--- config.mk ---
export PLATFORM = sky130hd
export DESIGN_NAME = cv32e40s_alert_agg
export DESIGN_NICKNAME = d
export VERILOG_FILES = /design/src/rtl/cv32e40s_pkg.sv /design/src/rtl/cv32e40s_alert_esc_counter.sv /design/src/rtl/cv32e40s_alert_agg.sv
export SDC_FILE = /design/constraint.sdc
export NUM_CORES = 1
export LEC_CHECK = 0
export CAP_MARGIN = 20
export CELL_PAD_IN_SITES_DETAIL_PLACEMENT = 2
export CELL_PAD_IN_SITES_GLOBAL_PLACEMENT = 2
export CORE_MARGIN = 10
export CORE_UTILIZATION = 31
export DETAILED_ROUTE_END_ITERATION = 7
export GPL_ROUTABILITY_DRIVEN = 0
export MAX_ROUTING_LAYER = met4
export PLACE_DENSITY = 0.86
export SLEW_MARGIN = 20
export SYNTH_ARGS = -nofsm -noshare
export SYNTH_HDL_FRONTEND = slang
export SYNTH_SLANG_ARGS = --single-unit
--- constraint.sdc ---
create_clock -name clk -period 3.34 [get_ports clk]
set_input_delay 0.501 -clock clk [delete_from_list [all_inputs] [get_ports clk]]
set_output_delay 0.501 -clock clk [all_outputs]
set_load 0.03 [all_outputs]
--- src/rtl/cv32e40s_pkg.sv ---
// Shared types for the cv32e40s alert path.
package cv32e40s_pkg;

  typedef enum logic {
    ESC_IDLE   = 1'b0,
    ESC_WINDOW = 1'b1
  } alert_esc_state_e;

endpackage

--- src/rtl/cv32e40s_alert_esc_counter.sv ---
// Windowed minor-event counter: pulses when ESC_THRESHOLD events land inside
// one ESC_WINDOW-cycle window (window opens on the first event).
module cv32e40s_alert_esc_counter #(
  parameter int unsigned ESC_THRESHOLD = 4,
  parameter int unsigned ESC_WINDOW    = 16
) (
  input  logic                                 clk,
  input  logic                                 rst_n,
  input  logic                                 event_i,
  output logic                                 esc_pulse_o,
  output logic [$clog2(ESC_THRESHOLD+1)-1:0]   count_o
);

  localparam int unsigned CNT_W = $clog2(ESC_THRESHOLD + 1);
  localparam int unsigned TMR_W = $clog2(ESC_WINDOW);
  localparam logic [CNT_W-1:0] CNT_THR  = CNT_W'(ESC_THRESHOLD);
  localparam logic [TMR_W-1:0] TMR_INIT = TMR_W'(ESC_WINDOW - 1);

  cv32e40s_pkg::alert_esc_state_e state_reg, state_next;
  logic [CNT_W-1:0] count_reg, count_next;
  logic [TMR_W-1:0] timer_reg, timer_next;
  logic [TMR_W-1:0] timer_dec;
  logic             esc_hit;

  // The window closes when the decremented timer reaches zero, so the opening
  // cycle plus ESC_WINDOW-1 further cycles form the window.
  assign timer_dec = timer_reg - TMR_W'(1);
  assign esc_hit   = (state_reg == cv32e40s_pkg::ESC_WINDOW) && event_i &&
                     ((count_reg + CNT_W'(1)) == CNT_THR);

  always_ff @(posedge clk or negedge rst_n) begin
    if (!rst_n) begin
      state_reg <= cv32e40s_pkg::ESC_IDLE;
      count_reg <= '0;
      timer_reg <= '0;
    end else begin
      state_reg <= state_next;
      count_reg <= count_next;
      timer_reg <= timer_next;
    end
  end

  always_comb begin
    state_next = state_reg;
    count_next = count_reg;
    timer_next = timer_reg;
    case (state_reg)
      cv32e40s_pkg::ESC_IDLE: begin
        if (event_i) begin
          state_next = cv32e40s_pkg::ESC_WINDOW;
          count_next = CNT_W'(1);
          timer_next = TMR_INIT;
        end
      end
      cv32e40s_pkg::ESC_WINDOW: begin
        timer_next = timer_dec;
        if (esc_hit || (timer_dec == '0)) begin
          state_next = cv32e40s_pkg::ESC_IDLE;
          count_next = '0;
          timer_next = '0;
        end else if (event_i) begin
          count_next = count_reg + CNT_W'(1);
        end
      end
      default: begin
        state_next = cv32e40s_pkg::ESC_IDLE;
        count_next = '0;
        timer_next = '0;
      end
    endcase
  end

  always_comb begin
    esc_pulse_o = esc_hit;
  end

  assign count_o = count_reg;

endmodule

--- src/rtl/cv32e40s_alert_agg.sv ---
// Alert aggregator: registered minor/major alerts, sticky cause capture and
// escalation of bursts of minor events into a major alert.
module cv32e40s_alert_agg #(
  parameter int unsigned NUM_MINOR     = 2,
  parameter int unsigned NUM_MAJOR     = 5,
  parameter int unsigned ESC_THRESHOLD = 4,
  parameter int unsigned ESC_WINDOW    = 16,
  parameter bit          STICKY_MAJOR  = 1'b0
) (
  input  logic                                clk,
  input  logic                                rst_n,
  input  logic [NUM_MINOR-1:0]                minor_i,
  input  logic [NUM_MAJOR-1:0]                major_i,
  input  logic                                clr_i,
  output logic                                alert_minor_o,
  output logic                                alert_major_o,
  output logic [NUM_MINOR-1:0]                minor_cause_o,
  output logic [NUM_MAJOR:0]                  major_cause_o,
  output logic [$clog2(ESC_THRESHOLD+1)-1:0]  esc_count_o
);

  if (!((ESC_WINDOW >= ESC_THRESHOLD) && (ESC_THRESHOLD >= 2) &&
        (NUM_MINOR >= 1) && (NUM_MAJOR >= 1))) begin : g_param_check
    $error("cv32e40s_alert_agg: need ESC_WINDOW >= ESC_THRESHOLD >= 2 and at least one source of each kind");
  end

  logic             minor_event;
  logic             esc_pulse;
  logic             major_cond;
  logic [NUM_MAJOR:0] major_set;

  assign minor_event = |minor_i;
  assign major_cond  = (|major_i) | esc_pulse;
  assign major_set   = {esc_pulse, major_i};

  cv32e40s_alert_esc_counter #(
    .ESC_THRESHOLD (ESC_THRESHOLD),
    .ESC_WINDOW    (ESC_WINDOW)
  ) u_esc_counter (
    .clk         (clk),
    .rst_n       (rst_n),
    .event_i     (minor_event),
    .esc_pulse_o (esc_pulse),
    .count_o     (esc_count_o)
  );

  // Cause bits: a source high in the clear cycle keeps its bit set.
  always_ff @(posedge clk or negedge rst_n) begin
    if (!rst_n) begin
      alert_minor_o <= 1'b0;
      minor_cause_o <= '0;
      major_cause_o <= '0;
    end else begin
      alert_minor_o <= minor_event;
      minor_cause_o <= (clr_i ? '0 : minor_cause_o) | minor_i;
      major_cause_o <= (clr_i ? '0 : major_cause_o) | major_set;
    end
  end

  if (STICKY_MAJOR) begin : g_major_sticky
    always_ff @(posedge clk or negedge rst_n) begin
      if (!rst_n) alert_major_o <= 1'b0;
      else        alert_major_o <= alert_major_o | major_cond;
    end
  end else begin : g_major_follow
    always_ff @(posedge clk or negedge rst_n) begin
      if (!rst_n) alert_major_o <= 1'b0;
      else        alert_major_o <= major_cond;
    end
  end

endmodule

Yosys cells after proc, flatten, opt, wreduce, memory -nomap -nowiden. Index checks and enable logic that the tools add are counted.

Equality and inequality tests: 3. Reductions and logical operators: 7. Bitwise gates (word level): 4. Add/sub/neg operators: 2. Mux-type cells: 12.

Operator list (number): 3-bit 2-to-1 mux (3); 4-bit 2-to-1 mux (2); 4-bit one-hot mux with 2 select lines (1); 6-bit 2-to-1 mux (1); 6-bit bitwise OR (1); 3-bit one-hot mux with 2 select lines (1); 5-bit OR reduction (1); 4-bit zero test (1); 4-bit by 1-bit subtractor with 4-bit output, second input constant (1); 3-bit by 1-bit adder with 3-bit output, second input constant (1); 3-bit equality test, second input constant (1); 3-bit inequality test, second input constant (1); 1-bit logical AND (2); 1-bit 2-to-1 mux (2); 2-bit 2-to-1 mux (1); 2-bit inequality test, second input constant (1); 2-bit bitwise OR (1); 1-bit one-hot mux with 2 select lines (1); 2-bit AND reduction (1); 2-bit OR reduction (1); 1-bit logical OR (1); 1-bit inverter (1); 1-bit bitwise OR (1).

Output and inout bits: 13. Register bits after elaboration: 18. Input bits: 10. Logic and storage cells: 35.

Logic depth before layout (Yosys ltp).
Depth after elaboration: 6. Gate-level depth with buffers: 6. Mapped depth without buffers: 6.

By module. From an unflattened synthesis, not the netlist that was laid out.

Cell total of the unflattened synthesis: 82. Area, all modules: 873.3 um^2.

By module, submodules not included: cv32e40s_alert_esc_counter (cells an instance 59, seq. area each 200.2 um^2, times used 1, area each 538.0 um^2); cv32e40s_alert_agg (cells an instance 23, seq. area each 250.2 um^2, times used 1, area each 335.3 um^2).

Worst setup path before layout. Ideal clock, no wire load.

Path kind: reg-to-reg. From: register u_esc_counter.timer_reg[0]. To: register u_esc_counter.count_reg[2], in the netlist u_esc_counter.count_o[2]. Setup time: 0.120 ns. Period minus slack after synthesis: 1.714 ns. Data arrival time: 1.594 ns. Data required time: 3.220 ns. Cell stages (with the launch flop): 7. Path buffers: 0. Slack: 1.626 ns. Path through: dfrtp_1 > inv_1 > ha_1 > or3b_4 > o31ai_4 > nand2_1 > a31o_1.

Word-level cells in the longest chain between the ends: 5. Elaborated cells on any way between the ends: 7. Those cells by class: add/sub: 1; eq/ne: 1; mux: 2; reduce/logical: 3.

Ends and longest elaborated chain: start: declaration (RTL line cv32e40s_alert_esc_counter.sv:21) `logic [TMR_W-1:0] timer_reg, timer_next;`; start signal: assignment (RTL line cv32e40s_alert_esc_counter.sv:39) `timer_reg <= timer_next;`; 4-bit by 1-bit subtractor with 4-bit output * (RTL line cv32e40s_alert_esc_counter.sv:27) `assign timer_dec = timer_reg - TMR_W'(1);`; 4-bit zero test * (RTL line cv32e40s_alert_esc_counter.sv:57) `if (esc_hit || (timer_dec == '0)) begin`; 1-bit logical OR * (RTL line cv32e40s_alert_esc_counter.sv:57); 3-bit 2-to-1 mux / 3-bit inequality test (equally long branches); 3-bit one-hot mux with 2 select lines / 2-bit AND reduction (equally long branches); end signal: assignment (RTL line cv32e40s_alert_esc_counter.sv:38) `count_reg <= count_next;`; end: declaration (RTL line cv32e40s_alert_esc_counter.sv:20) `logic [CNT_W-1:0] count_reg, count_next;`.

Mark *: on every way between the ends. The rest lies on a longest branch, timed or not. A chain may end at the register's enable or synchronous reset.

Worst setup path in the final report.
From: register u_esc_counter.timer_reg[0]. To: register u_esc_counter.state_reg.

Word-level cells in the longest chain between the ends: 5.

Ends and longest elaborated chain: 4-bit by 1-bit subtractor with 4-bit output (RTL line cv32e40s_alert_esc_counter.sv:27); 4-bit zero test (RTL line cv32e40s_alert_esc_counter.sv:57); 1-bit logical OR (RTL line cv32e40s_alert_esc_counter.sv:57); 1-bit 2-to-1 mux (RTL line cv32e40s_alert_esc_counter.sv:57); 1-bit one-hot mux with 2 select lines (RTL line cv32e40s_alert_esc_counter.sv:47) `case (state_reg)`; via u_esc_counter.state_next (RTL line cv32e40s_alert_esc_counter.sv:19) `cv32e40s_pkg::alert_esc_state_e state_reg, state_next;`; end signal: assignment (RTL line cv32e40s_alert_esc_counter.sv:33) `state_reg <= cv32e40s_pkg::ESC_IDLE;`; end signal: assignment (RTL line cv32e40s_alert_esc_counter.sv:37) `state_reg <= state_next;`; end: declaration (RTL line cv32e40s_alert_esc_counter.sv:19).

The timed path passes the listed nets, and every way through them passes these cells.

==> results.tsv <==
stage	metric	value	unit
timing	post-route-min-period	1.95	ns
clock_network	cts_sinks	18	
route	wire_per_inst	18.5	um
cells_and_area	nFillCells	285	
worst_hold_path	hold_path_class	reg2reg	
cells_and_area	seqCellArea	450	sq um
synth	yosys-top-cells-count	18 x dfrtp_1, 7 x a21o_1, 7 x nor2_1	
clock_network	clock_path_buffers	2	
cells_and_area	layout.cells.non_filler	131	
worst_setup_path	start_kind	register	
clock_network	ctsResizeCount	0	
timing	setup_tns	0	ns
route	drtIter0Drc	40	
worst_setup_path	r2r-start	u_esc_counter.timer_reg[0]	
floorplan	ios	23	
grt	grt_pass1_wl	3930	um
placed_design	dp_hpwl	1920	um
synth	synth-compound-area-share	23.0	%
power_and_ir_drop	peakVddDrop	323	uV
worst_setup_path	path_class	reg2reg	
route	ant_nets	0	
timing	slew_viol_final	0	
power_and_ir_drop	powerDensity	810	nW/um^2
worst_setup_path	cp.arrival	2.11	ns
synth	yosys.area_share.adder	5.93	%
status	status	complete, no violations	
synth	async_reset_ff_share	100	%
synth	ys_seq_area_share	53.4	%
clock_network	clk_pin_slew	0.11	ns
timing	max_slew.worst_pin.slew	0.851	ns
cells_and_area	drive_gt1_share	10.9	%
clock_network	h-tree-depth	1	
power_and_ir_drop	p_leak	0.488	nW
route	drcViolationCount	0	
timing	max_freq	512	MHz
timing	maxSlewHeadroom	43.1	%
route	vias_per_cell	5.14	
worst_setup_path	endpoint_kind	register	
synth	synthSimpleGateAreaFrac	13.5	%
worst_hold_path	hp-start	major_cause_o[4]	
synth	ys.flop_type	dfrtp_1	
synth	synth_edf_count	0	
cells_and_area	fin_util	44.3	%
grt	grt_pass1_vias	779	
flow_run	maxCapViolations	0	
floorplan	fp.dieW	72.2	um
synth	synth.most_common_cell	dfrtp_1	
synth	synth.mux.area_fraction	0	%
synth	syn-num-nets	91	
synth	yosys_warnings	0	
floorplan	die-area	5210	sq um
worst_setup_path	cp-startpoint	u_esc_counter.timer_reg[0]	
cells_and_area	multi_input_area	358	sq um
grt	grt_max_degree	19	
worst_hold_path	worst_hold_path.num_cells	1	
floorplan	die_h	72.2	um
grt	antenna_found_initial	0	
route	via_count	673	
timing	grt_setup_unrepaired	false	
placed_design	dp_cells	127	
synth	yosys.area.top_type	dfrtp_1	
timing	fin_hold_ws	0.488	ns
clock_network	cts_hold_buf	0	
route	wl	2430	um
synth	syn_area_per_cell	11.0	sq um
clock_network	cts-buffers-inserted	3	
synth	ys_ff_latch	18	
clock_network	cts_root_buf	clkbuf_4	
timing	skew	0.00668	ns
cells_and_area	syn2layout_area_growth	33.8	%
synth	synth_top_family_by_area	compound AO/OA/AOI/OAI gates	
timing	period_share	58.5	%
floorplan	rows	18	
placed_design	io_buffers	22	
worst_setup_path	cp_max_fo	6	
floorplan	floorplan.initialDensity	33.1	%
clock_network	postCtsSetupBuffers	0	
cells_and_area	nets	116	
synth	synth_cell_type_count	28	
synth	yosysTopAreaCellShare	53.4	%
cells_and_area	largest_register_ffs	6	
synth	synth_area	843	sq um
grt	grt_util_all_layers	9.71	%
cells_and_area	diodes	0	
floorplan	core	2540	sq um
synth	synth-xor-area-share	0	%
synth	yosys-top-cells-area	dfrtp_1 53%, a21o_1 6.2%, ha_1 5.9%, nor2_1 3.1%, inv_1 2.7%	
worst_setup_path	r2r_cells	6	
timing	finalHoldViolations	0	
worst_setup_path	worstPathRequired	3.49	ns
route	drt_pass1_iterations	2	
clock_network	cts_tree	yes	
grt	overflow	0	
synth	synthCells	77	
clock_network	clk_latency	0.30	ns
timing	finalSetupViolations	0	
==> path summary, 6_finish.rpt <==
kind | endpoint | slack [ns]
worst max-delay path | u_esc_counter.state_reg | 1.39
max in group asynchronous | major_cause_o[5] | 2.14
worst min-delay path | major_cause_o[4] | 0.49
worst min register to register | major_cause_o[4] | 0.49
worst max register to register | u_esc_counter.state_reg | 1.39
min in group asynchronous | u_esc_counter.timer_reg[2] | 0.67
==> cell families after synthesis <==
group / Yosys count
buffers and inverters: 9
AO/OA/AOI/OAI: 25
adder cells (fa/ha/maj): 4
AND/OR/NAND/NOR: 21
flip-flops: 18
==> report_power, final <==
part	switching (mW)	internal, mW	leakage [nW]	total, mW
Sequential	0.0812	0.277	0.201	0.358
Clock	0.0725	0.0665	0.0210	0.139
Combinational	0.223	0.194	0.265	0.417
==> metal layers <==
metal	up-vias	wire, um	GRT usage (%)
met5	-	0	-
met4	0	17	2.58
met3	2	188	3.95
met2	21	1200	16.3
met1	329	1030	10.3
li1	321	-	-
==> stage by stage <==
step	power (mW)	setup WS, ns	instance area (sq um)
after floorplan	0.625	1.63	843
after global routing	0.988	1.26	1130
final	0.914	1.39	1130
after CTS	0.928	1.38	1130
after detailed placement	0.782	1.28	1090
after global placement	0.747	1.38	1090
==> worst max-delay path: stages (launching register included) <==
cell     delay, ns
dfrtp_1       0.47
inv_1         0.11
ha_1          0.26
or3b_4        0.39
o31ai_4       0.28
a21o_2        0.19
a21oi_1       0.09
==> cell type report <==
type | count | share of cell area, %
clock buffer | 4 | 3.22
inverter | 7 | 2.33
multi-input combinational | 50 | 31.7
sequential | 18 | 39.9
tap | 30 | 3.33
timing repair buffer | 22 | 19.5
==> layout by cell type (no fill, tap or decap), types with 4 or more instances in the layout <==
master,count
clkdlybuf4s50_1,22
ha_1,4
inv_1,6
a21o_1,7
dfrtp_1,18
a21oi_1,4
nor2_1,7
Power figures use the tool's default switching activity.
